**src/rtl/jt7759_pkg.sv**
```systemverilog
// jt7759_pkg: shared widths and arbiter state encodings for the jt7759 ROM arbiter
package jt7759_pkg;
   localparam int JT7759_AW = 17;
   localparam int JT7759_DW = 8;
   typedef enum logic [2:0] {
      ARB_IDLE  = 3'b001,
      ARB_GUARD = 3'b010,
      ARB_WAIT  = 3'b100
   } arb_state_t;
endpackage

```
**src/rtl/jt7759_arb_line.sv**
```systemverilog
// jt7759_arb_line: one-byte cache line (tag, data, valid) with combinational hit
// Ports: clk, rstn (sync, active low); cs/addr requester lookup; wr/wr_addr/wr_data
// fill from the arbiter; data = cached byte (held), ok = hit for the current addr.
module jt7759_arb_line
   import jt7759_pkg::*;
#(
   parameter int AW = JT7759_AW,
   parameter int DW = JT7759_DW
) (
   input  logic          clk,
   input  logic          rstn,
   input  logic          cs,
   input  logic [AW-1:0] addr,
   input  logic          wr,
   input  logic [AW-1:0] wr_addr,
   input  logic [DW-1:0] wr_data,
   output logic [DW-1:0] data,
   output logic          ok
);
   logic [AW-1:0] tag;
   logic          valid;
   always_ff @(posedge clk) begin
      if (!rstn) begin
         valid <= 1'b0;
         tag   <= '0;
         data  <= '0;
      end else if (wr) begin
         valid <= 1'b1;
         tag   <= wr_addr;
         data  <= wr_data;
      end
   end
   assign ok = cs && valid && tag == addr;
endmodule

```
**src/rtl/jt7759_rom_arb.sv**
```systemverilog
// jt7759_rom_arb: shares one sample-ROM port between NCH cached jt7759 requesters
// Ports: clk, rstn (sync, active low); ch_cs/ch_addr/ch_data/ch_ok per channel
// (channel i at [i*AW+:AW] / [i*DW+:DW]); mem_cs/mem_addr/mem_data/mem_ok to memory.
// Build option: JT7759_ARB_PRIO_EN selects fixed priority (lowest index wins)
// instead of the default round-robin.
module jt7759_rom_arb
   import jt7759_pkg::*;
#(
   parameter int NCH = 2,
   parameter int AW  = JT7759_AW,
   parameter int DW  = JT7759_DW
) (
   input  logic              clk,
   input  logic              rstn,
   input  logic [NCH-1:0]    ch_cs,
   input  logic [NCH*AW-1:0] ch_addr,
   output logic [NCH*DW-1:0] ch_data,
   output logic [NCH-1:0]    ch_ok,
   output logic              mem_cs,
   output logic [AW-1:0]     mem_addr,
   input  logic [DW-1:0]     mem_data,
   input  logic              mem_ok
);
   localparam int GW = NCH > 1 ? $clog2(NCH) : 1;
   arb_state_t     st;
   logic [GW-1:0]  rr, g, gnt;
   logic [NCH-1:0] miss;
   logic           fill;
   assign miss = ch_cs & ~ch_ok;
   // mem_addr doubles as the latched fetch address: it holds until the next grant
   assign fill = st == ARB_WAIT && mem_ok;
   genvar i;
   generate
      for (i = 0; i < NCH; i++) begin : g_line
         jt7759_arb_line #(.AW(AW), .DW(DW)) u_line (
            .clk     (clk),
            .rstn    (rstn),
            .cs      (ch_cs[i]),
            .addr    (ch_addr[i*AW+:AW]),
            .wr      (fill && g == GW'(i)),
            .wr_addr (mem_addr),
            .wr_data (mem_data),
            .data    (ch_data[i*DW+:DW]),
            .ok      (ch_ok[i])
         );
      end
   endgenerate
   // scanning downwards lets the first miss at or after rr win
   always_comb begin
      gnt = '0;
      for (int k = NCH - 1; k >= 0; k--)
         if (miss[(int'(rr) + k) % NCH]) gnt = GW'((int'(rr) + k) % NCH);
   end
   always_ff @(posedge clk) begin
      if (!rstn) begin
         st       <= ARB_IDLE;
         mem_cs   <= 1'b0;
         mem_addr <= '0;
         g        <= '0;
      end else begin
         case (st)
            ARB_IDLE:
               if (|miss) begin
                  g        <= gnt;
                  mem_addr <= ch_addr[gnt*AW+:AW];
                  mem_cs   <= 1'b1;
                  st       <= ARB_GUARD;
               end
            // mem_ok may still be asserted for the previous address here
            ARB_GUARD: st <= ARB_WAIT;
            ARB_WAIT:
               if (mem_ok) begin
                  mem_cs <= 1'b0;
                  st     <= ARB_IDLE;
               end
            default: st <= ARB_IDLE;
         endcase
      end
   end
`ifdef JT7759_ARB_PRIO_EN
   assign rr = '0;
`else
   always_ff @(posedge clk) begin
      if (!rstn) rr <= '0;
      else if (fill) rr <= g == GW'(NCH - 1) ? '0 : g + 1'b1;
   end
`endif
endmodule

```
**config.mk**
```make
export PLATFORM = sky130hd
export DESIGN_NAME = jt7759_rom_arb
export DESIGN_NICKNAME = d
export VERILOG_FILES = /design/src/rtl/jt7759_pkg.sv /design/src/rtl/jt7759_arb_line.sv /design/src/rtl/jt7759_rom_arb.sv
export SDC_FILE = /design/constraint.sdc
export NUM_CORES = 1
export LEC_CHECK = 0
export ABC_CLOCK_PERIOD_IN_PS = 2610
export BUFFER_PORTS_ARGS = -buffer_cell sky130_fd_sc_hd__buf_2
export CAP_MARGIN = 5
export CORE_MARGIN = 10
export CORE_UTILIZATION = 50
export DETAILED_ROUTE_END_ITERATION = 8
export PLACE_DENSITY = 0.74
export SYNTH_ARGS = -nofsm -noshare
export SYNTH_HDL_FRONTEND = slang
export SYNTH_SLANG_ARGS = --single-unit
```
**constraint.sdc**
```tcl
create_clock -name clk -period 2.61 [get_ports clk]
set_input_delay 0.6525 -clock clk [delete_from_list [all_inputs] [get_ports clk]]
set_output_delay 0.6525 -clock clk [all_outputs]
set_load 0.01 [all_outputs]
```
==> results of run 1 <==
-- flip-flops by register name, indices dropped and copies added, names as in the netlist --
register             flops
g_line.u_line.data      16
g_line.u_line.tag       34
g                        1
mem_addr                17
rr                       1
st                       3
mem_cs                   1
g_line.u_line.valid      2
-- critical path: cells and delay by family --
kind                   cells  cell delay [ps]
AND/OR/NAND/NOR            3              690
buffers and inverters      2              320
XOR/XNOR                   1              220
-- repair_timing --
item	4_1_cts	5_1_grt
hold buffers	0	0
endpoints found under the setup margin	0	2
hold endpoints to repair	0	0
resized for setup	0	3
-- how the worst max path moves through the flow --
stage | to | slack [ps] | cells after the start
after floorplan | ch_ok[1] | 300 | 5
after CTS | ch_ok[0] | 30 | 6
after detailed placement | ch_ok[0] | 40 | 6
final | ch_ok[0] | 90 | 6
after global routing | ch_ok[1] | 2 | 6
after global placement | ch_ok[0] | 80 | 6
-- per-layer routing --
metal,GRT usage (%),share of wire [%],vias up
met5,0,0,-
met4,7.85,2.3,0
met3,4.65,7.1,26
met2,28.7,46,124
met1,22.9,45,1483
li1,-,-,1600
-- cell usage after synthesis, drive strengths merged (2+ instances only) --
library cell and n:
nor4b 2, and2 3, nor3b 2, nor4 8, nor2b 3, nand3 21, o21ai 20, dfxtp 75
xor2 20, nand4 2, clkbuf 18, a31oi 19, buf 12, a21boi 51, nand4b 2, nand2b 3
o31ai 17, o21a 4, nand2 104, nor2 3, xnor2 14
-- area by class of cell --
cell class                 instances  area share [%]
multi-input combinational        309            44.4
sequential                        75            34.9
timing repair buffer              97            12.5
clock buffer                      10            2.97
tap                               96            2.80
clock inverter                     5            2.39
inverter                           1          0.0874
-- power breakdown --
group	leakage, nW	internal (mW)	switching [mW]
Clock	0.112	0.629	0.421
Combinational	0.968	0.150	0.199
Sequential	0.609	1.19	0.0609
-- metrics by stage --
| step | hold slack, ps | cell area [sq um] | util (%) |
|---|---|---|---|
| after floorplan | 440 | 3540 | - |
| after global placement | 448 | 4050 | 59.2 |
| after detailed placement | 455 | 4050 | 59.2 |
| after CTS | 467 | 4280 | 62.6 |
| after global routing | 485 | 4300 | 62.9 |
| final | 464 | 4300 | 62.9 |
-- kinds of logic (layout without fill, tap and decap cells) --
kind of cell	after synthesis	count (layout)	share of synthesized area, %
AOI/OAI and AO/OA	113	113	23.0
xor gates and xnor gates	34	34	8.42
buffers and inverters	31	113	4.32
DFF	75	75	42.4
muxes	1	1	0.283
and+or+nand+nor	161	161	21.5
==> metrics.txt, run 1 <==
sequential cell area fraction in the yosys report=between 40% and 50%; # setup viols final=0; hold-critical path depth=2; Final Skew=around 11 ps; CTS Sinks=75; post-synthesis async set-or-reset flop share=0%; crit end category=output port; EDFF count, synth=0; CP Launch Point=ch_addr[2]; TritonRoute pass-1 iters=5; total routed wirelength=around 10000 um; setup TNS=0 ps; Fin. Hold Viols=0; worst slack, placed=42.8 ps; RSZ-0062 raised after global routing=no; FF+latch count, synth=75; P&R area growth vs syn=21.5%; vias in the first global route=3302; Core Rows=30; synthesized instance count=415; die area=between 10000 and 15000 sq um; commonest non-fill, non-tap cell in the layout=nand2_1; clk buf depth=2; Hold Path Sink=g_line[1].u_line.data[0]; PwrDens=just over 600 nW/um^2; Die W=104 um; top post-synthesis cells by area=dfxtp_1 (42%), nand2_1 (11%), a21boi_0 (11%), xor2_1 (5.0%), o31ai_1 (3.6%); CTS Root Cell=clkbuf_8; first-pass GRT wire length=16400 um; CTS tree=yes; clock period minus worst slack=2520 ps; share of cells above drive strength 1=between 20% and 30%; final-stage net count=540; worst-margin pin slew=796 ps; Lkg Pwr=1.69 nW; Worst R2R Path Depth=8; worst reg2reg endpoint=mem_addr[15]; slowest cell on the critical path=nor4_2; Synth Cell Area=approximately 3500 sq um; peak supply drop=roughly 0.44 mV; Sequential Area=1500 sq um; Total Power=2.65 mW; clk_lat worst skew=350 ps; Mean Syn Cell Area=8.52 sq um; fin. max-slew vios=0; I/O Buffers=82; Fillers=roughly 650; Startpoint Class=primary input; Final ANT Viol Nets=0; DRC=0; crit path DAT=roughly 1900 ps; Non-Filler Instances=593; status=completed; Post-DP HPWL=7690 um; worst endpoint required time=1960 ps; PnR worst setup slack=86.6 ps; GP Congestion=between 0.8 and 0.9; Post-CTS Setup Bufs=0; Synth cell types=42; grt ovf=0; leading area contributor after synthesis=dfxtp_1; Hold WC Path Type=flip-flop to flip-flop; Fmax=396 MHz; Synth Flop Type=dfxtp_1; commonest cells after routing, fill and taps aside=nand2_1 (104), buf_2 (82), dfxtp_1 (75); Period Utilization, post-route=a little over nine tenths; MaxCap Viol Count=0; die extent in y=104 um; Mapped Nets=462; I/O pin count=83; FF-to-FF Start=g_line[1].u_line.tag[16]; worst-path cell chain=buf_2 > xnor2_1 > nor4b_2 > nand3_1 > nor4_2 > buf_2; core box area=between 6000 and 7000 sq um; H-tree depth=3; Ys Warns=0; pin count of the biggest net entering global routing=37; reg-to-reg slack, setup=around 540 ps; via count=3233; Inst Count DP=578; DRT iter0 DRCs=360; Clock transition at path regs=80 ps; top cell type's share of synthesized area=a little over two fifths; Worst path max stage delay=~290 ps; GRT Overall Usage=18.2%; Max Fanout on Critical Path=2; ANT cells=0; initial antenna violation count=0; via/cell ratio=roughly 5.5; most frequent CP cell=buf_2; Max-slew headroom=46.8%; Initial Util=51.8%; area of the multi-input gates=~1900 sq um; Routed WL per cell=about 17 um; Setup CP Type=primary input to output port; CTS Buf Count=9; Hold Startpoint=g_line[1].u_line.data[0]
Power figures use the tool's default switching activity.
==> inputs of run 2 (changes only) <==
- GPL_TIMING_DRIVEN: default -> 0
==> metrics.txt, run 2 (synthesized netlist as in run 1, its figures left out) <==
Inst Count DP=592 (was 578); I/O pin count=83 (unchanged); crit end category=output port (unchanged); PwrDens=610 nW/um^2 (was 618 nW/um^2); status=completed (unchanged); Fillers=601 (was 654); Top reg by flops=g_line.u_line.tag (unchanged); met3 Use GR=3.78% (was 4.65%); I/O Buffers=81 (was 82); worst-margin pin slew=663 ps (was 796 ps); core box area=6830 sq um (unchanged); fin. max-slew vios=0 (unchanged); setup TNS=0 ps (unchanged); MaxCap Viol Count=0 (unchanged); share of cells above drive strength 1=24.4% (was 24.7%); # setup viols final=0 (unchanged); Hold WC Path Type=flip-flop to flip-flop (unchanged); worst slack, placed=-143 ps (was 42.8 ps); busiest grt layer=met2 (unchanged); DRT iter0 DRCs=219 (was 360); clk buf depth=2 (unchanged); Fin. Hold Viols=0 (unchanged); TritonRoute pass-1 iters=5 (unchanged); Final ANT Viol Nets=0 (unchanged); CTS tree=yes (unchanged); Largest regs=g_line.u_line.tag (34), mem_addr (17), g_line.u_line.data (16) (unchanged); Non-Filler Instances=608 (was 593); ANT cells=0 (unchanged); Clock transition at path regs=80 ps (about the same); GRT Overall Usage=19.0% (was 18.2%); Max-slew headroom=55.2% (was 46.8%); Finished Cell Area=4370 sq um (was 4300 sq um); GP Congestion=0.876 (was 0.889); area of the multi-input gates=1940 sq um (was 1910 sq um); crit path DAT=1890 ps (was 1870 ps); die area=10800 sq um (unchanged); vias in the first global route=3250 (was 3302); Startpoint Class=primary input (unchanged); clock period minus worst slack=2540 ps (was 2520 ps); met2 Use GR=30.5% (was 28.7%); RSZ-0062 raised after global routing=yes (was no); worst endpoint required time=1960 ps (about the same); Hold-fix buffers, CTS=0 (unchanged); Area after DPL=4060 sq um (was 4050 sq um); Max Fanout on Critical Path=2 (unchanged); commonest non-fill, non-tap cell in the layout=nand2_1 (unchanged); clk_lat worst skew=350 ps (about the same); pin count of the biggest net entering global routing=13 (was 37); grt ovf=0 (unchanged); H-tree depth=3 (unchanged); Period Utilization, post-route=97.4% (was 96.7%); P&R area growth vs syn=23.7% (was 21.5%); total routed wirelength=10500 um (was 10100 um); die extent in y=104 um (unchanged); Core Rows=30 (unchanged); final-stage net count=556 (was 540); Sequential Area=1500 sq um (unchanged); Fmax=393 MHz (was 396 MHz); via count=3314 (was 3233); Initial Util=51.8% (unchanged); Post-DP HPWL=8200 um (was 7690 um); commonest cells after routing, fill and taps aside=nand2_1 (104), buf_2 (84), dfxtp_1 (75) (was nand2_1 (104), buf_2 (82), dfxtp_1 (75)); PnR worst setup slack=67.9 ps (was 86.6 ps); CTS Root Cell=clkbuf_8 (unchanged); peak supply drop=0.385 mV (was 0.443 mV); Die W=104 um (unchanged); Lkg Pwr=1.71 nW (was 1.69 nW); Routed WL per cell=17.2 um (was 17.0 um); first-pass GRT wire length=16900 um (was 16400 um); Setup CP Type=primary input to output port (unchanged); global-route track usage on met1=24.7% (was 22.9%); max reg flops=34 (unchanged); DRC=0 (unchanged); CTS Buf Count=9 (unchanged); CTS Sinks=75 (unchanged); Final Skew=9.11 ps (was 11.0 ps); via/cell ratio=5.45 (about the same); initial antenna violation count=0 (unchanged)
run 2: cell count changes in the layout (fill, tap and decap cells not counted), moves of 3 or more:
cell | before | now
nor4_2 | 2 | 5
clkbuf_1 | 1 | 18
buf_4 | 14 | 7
buf_6 | 0 | 3
nor4_1 | 6 | 3
run 2: repair_timing:
| action | in CTS | in global routing |
|---|---|---|
| endpoints found under the setup margin | 2 | 5 |
| resized for setup | 2 | 10 |
| pin swaps | 1 | 9 |
| setup buffers | 1 | 1 |
| endpoints found under the hold margin | 0 | 0 |
run 2: routing by layer:
metal / wire length (um) / up-vias
met5: 0 / -
met4: 197 / 0
met3: 615 / 19
met2: 4900 / 119
met1: 4770 / 1545
li1: - / 1631
run 2: layout make-up:
cell class	instances	area share, %
Multi-Input combinational cell	309	44.4
Sequential cell	75	34.3
Timing Repair Buffer	83	9.81
Buffer	30	3.40
Clock buffer	9	2.83
Tap cell	96	2.75
Clock inverter	5	2.37
Inverter	1	0.0858
run 2: path summary, 6_finish.rpt:
check                            from  slack (ps)  cells past startpoint                       end
max                        ch_addr[5]          70                      7                  ch_ok[0]
min          g_line[1].u_line.data[2]         470                      2  g_line[1].u_line.data[2]
max reg2reg   g_line[1].u_line.tag[8]         220                      9               mem_addr[7]
min reg2reg  g_line[1].u_line.data[2]         470                      2  g_line[1].u_line.data[2]
run 2: report_power, final:
part           leakage (nW)  total [mW]  switching [mW]  internal (mW)
registers             0.609        1.25          0.0606           1.19
logic                 0.981       0.362           0.206          0.156
clock network         0.115        1.05           0.427          0.625
total                  1.71        2.67           0.694           1.97
run 2: critical path, stage by stage:
cell	delay [ps]
buf_2	130
xor2_2	160
nor4_2	270
nand3_1	110
nor4_2	310
buf_4	170
buf_6	90
run 2: stage by stage:
stage	power (mW)	hold slack, ps	utilization, %
3_3_place_gp	1.63	448	59.5
3_5_place_dp	1.63	458	59.5
6_report	2.67	468	64.0
5_1_grt	2.76	483	64.0
2_1_floorplan	1.47	440	-
4_1_cts	2.66	470	63.1
==> inputs of run 3 (changes only) <==
- CTS_BUF_LIST: default -> sky130_fd_sc_hd__clkbuf_2 sky130_fd_sc_hd__clkbuf_4 sky130_fd_sc_hd__clkbuf_8
- PLACE_DENSITY: 0.74 -> default
- PLACE_DENSITY_LB_ADDON: default -> 0.3
- REMOVE_ABC_BUFFERS: default -> 1
==> metrics.txt, run 3 (synthesized netlist as in run 1, its figures left out) <==
Post-DP HPWL=6900 um (was 8200 um); first-pass GRT wire length=16900 um (about the same); I/O pin count=83 (unchanged); DRC=0 (unchanged); Largest regs=g_line.u_line.tag (34), mem_addr (17), g_line.u_line.data (16) (unchanged); Fin. Hold Viols=0 (unchanged); Util after Layout=61.8% (was 64.0%); Core Rows=30 (unchanged); PnR worst setup slack=-18.7 ps (was 67.9 ps); Fmax=380 MHz (was 393 MHz); Worst path max stage delay=300 ps (was 310 ps); Die W=104 um (unchanged); met3 WL=1100 um (was 615 um); Fillers=620 (was 601); Area after DPL=3950 sq um (was 4060 sq um); clk buf depth=2 (unchanged); core box area=6830 sq um (unchanged); status=finished with violations (was completed); fin. max-slew vios=0 (unchanged); # setup viols final=1 (was 0); H-tree depth=3 (unchanged); share of cells above drive strength 1=25.1% (was 24.4%); Routed WL per cell=17.9 um (was 17.2 um); Max Used Layer=met4 (unchanged); Startpoint Class=primary input (unchanged); Hold Slack=466 ps (was 468 ps); ANT cells=0 (unchanged); Final Skew=9.10 ps (was 9.11 ps); met2 wire len=4880 um (was 4900 um); DRT iter0 DRCs=249 (was 219); max reg flops=34 (unchanged); MaxCap Viol Count=0 (unchanged); P&R area growth vs syn=19.5% (was 23.7%); die area=10800 sq um (unchanged); I/O Buffers=82 (was 81); Hold WC Path Type=flip-flop to flip-flop (unchanged); GP Congestion=0.820 (was 0.876); via count=3274 (was 3314); CP Launch Point=ch_addr[2] (was ch_addr[5]); Hold-fix buffers, CTS=0 (unchanged); wl on met1=4270 um (was 4770 um); grt ovf=0 (unchanged); GRT Overall Usage=18.8% (was 19.0%); Max Fanout on Critical Path=2 (unchanged); CTS tree=yes (unchanged); initial antenna violation count=1 (was 0); Bufs and invs on worst path=2 (was 3); worst endpoint required time=1960 ps (about the same); clk_lat worst skew=350 ps (about the same); FF-to-FF Start=st[0] (was g_line[1].u_line.tag[8]); Final ANT Viol Nets=0 (unchanged); Lkg Pwr=1.62 nW (was 1.71 nW); failing checks=negative setup slack; clock period minus worst slack=2630 ps (was 2540 ps); CTS Buf Count=9 (unchanged); RSZ-0062 raised after global routing=yes (unchanged); vias in the first global route=3400 (was 3250); Top reg by flops=g_line.u_line.tag (unchanged); commonest cells after routing, fill and taps aside=nand2_1 (103), buf_2 (82), dfxtp_1 (75) (was nand2_1 (104), buf_2 (84), dfxtp_1 (75)); commonest non-fill, non-tap cell in the layout=nand2_1 (unchanged); via/cell ratio=5.62 (was 5.45); worst-path cell chain=buf_2 > xnor2_1 > nor4b_2 > nand3_1 > nor4_2 > buf_2 (was buf_2 > xor2_2 > nor4_2 > nand3_1 > nor4_2 > buf_4 > buf_6); CTS Sinks=75 (unchanged); PwrDens=587 nW/um^2 (was 610 nW/um^2); Clock transition at path regs=80 ps (about the same); crit path DAT=1980 ps (was 1890 ps); CTS Root Cell=clkbuf_8 (unchanged); Hold Startpoint=g_line[0].u_line.data[5] (was g_line[1].u_line.data[2]); worst slack, placed=-346 ps (was -143 ps); pin count of the biggest net entering global routing=76 (was 13); peak supply drop=0.355 mV (was 0.385 mV); final-stage net count=529 (was 556); crit end category=output port (unchanged); slowest cell on the critical path=nor4b_2 (was nor4_2); TritonRoute pass-1 iters=5 (unchanged); Initial Util=51.8% (unchanged); Setup CP Type=primary input to output port (unchanged); Max-slew headroom=24.7% (was 55.2%); Period Utilization, post-route=101% (was 97.4%); die extent in y=104 um (unchanged); total routed wirelength=10400 um (was 10500 um); worst-margin pin slew=1130 ps (was 663 ps); most frequent CP cell=buf_2 (was nor4_2); Finished Cell Area=4230 sq um (was 4370 sq um); CP top delay family=simple AND/OR/NAND/NOR gates (unchanged)
-- run 3: changes by cell type in the layout (fill, tap and decap cells not counted), sizes merged --
cell	delta
clkinv	+2
clkbuf	-18
bufinv	-2
buf	-9
clkinvlp	+2
-- run 3: per-layer routing --
metal  GRT usage, %  vias to the layer above
li1               -                     1573
met1           21.7                     1524
met2           30.2                      161
met3           7.99                       16
met4           6.96                        0
met5              0                        -
-- run 3: worst register-to-register path, stage by stage, from the launching register on --
cell	delay (ps)
dfxtp_1	370
nor3b_1	520
nand2_1	180
a31oi_4	580
or2_4	410
o21ai_1	110
-- run 3: worst paths after layout --
path	depth (start not counted)	to	slack, ps
worst max-delay path	6	ch_ok[0]	-20
worst min-delay path	2	g_line[0].u_line.data[5]	470
worst min register to register	2	g_line[0].u_line.data[5]	470
worst max register to register	5	st[0]	280
-- run 3: area by class of cell --
cell class                 instances  area (sq um)  area share, %
multi-input combinational        309          1950           46.1
sequential                        75          1500           35.5
inverter                           1          3.75         0.0888
tap                               96           120           2.84
timing repair buffer              86           460           10.9
clock buffer                       9           124           2.93
clock inverter                     7          68.8           1.63
-- run 3: power breakdown --
group	internal, mW	switching [mW]
clock network	0.438	0.450
registers	1.19	0.0465
logic	0.143	0.213
-- run 3: stage by stage --
step | TNS (ps) | std cells | power, mW
floorplan | 0 | 385 | 1.44
CTS | 0 | 581 | 2.48
finish | -18.7 | 583 | 2.48
global route | -152 | 583 | 2.58
global placement | -31910 | 563 | 1.60
detailed placement | -13700 | 564 | 1.61
-- run 3: repair_timing --
action	CTS	global route
buffers inserted	1	2
endpoints found under the setup margin	1	53
pin swaps	2	2
gates resized for setup	2	10
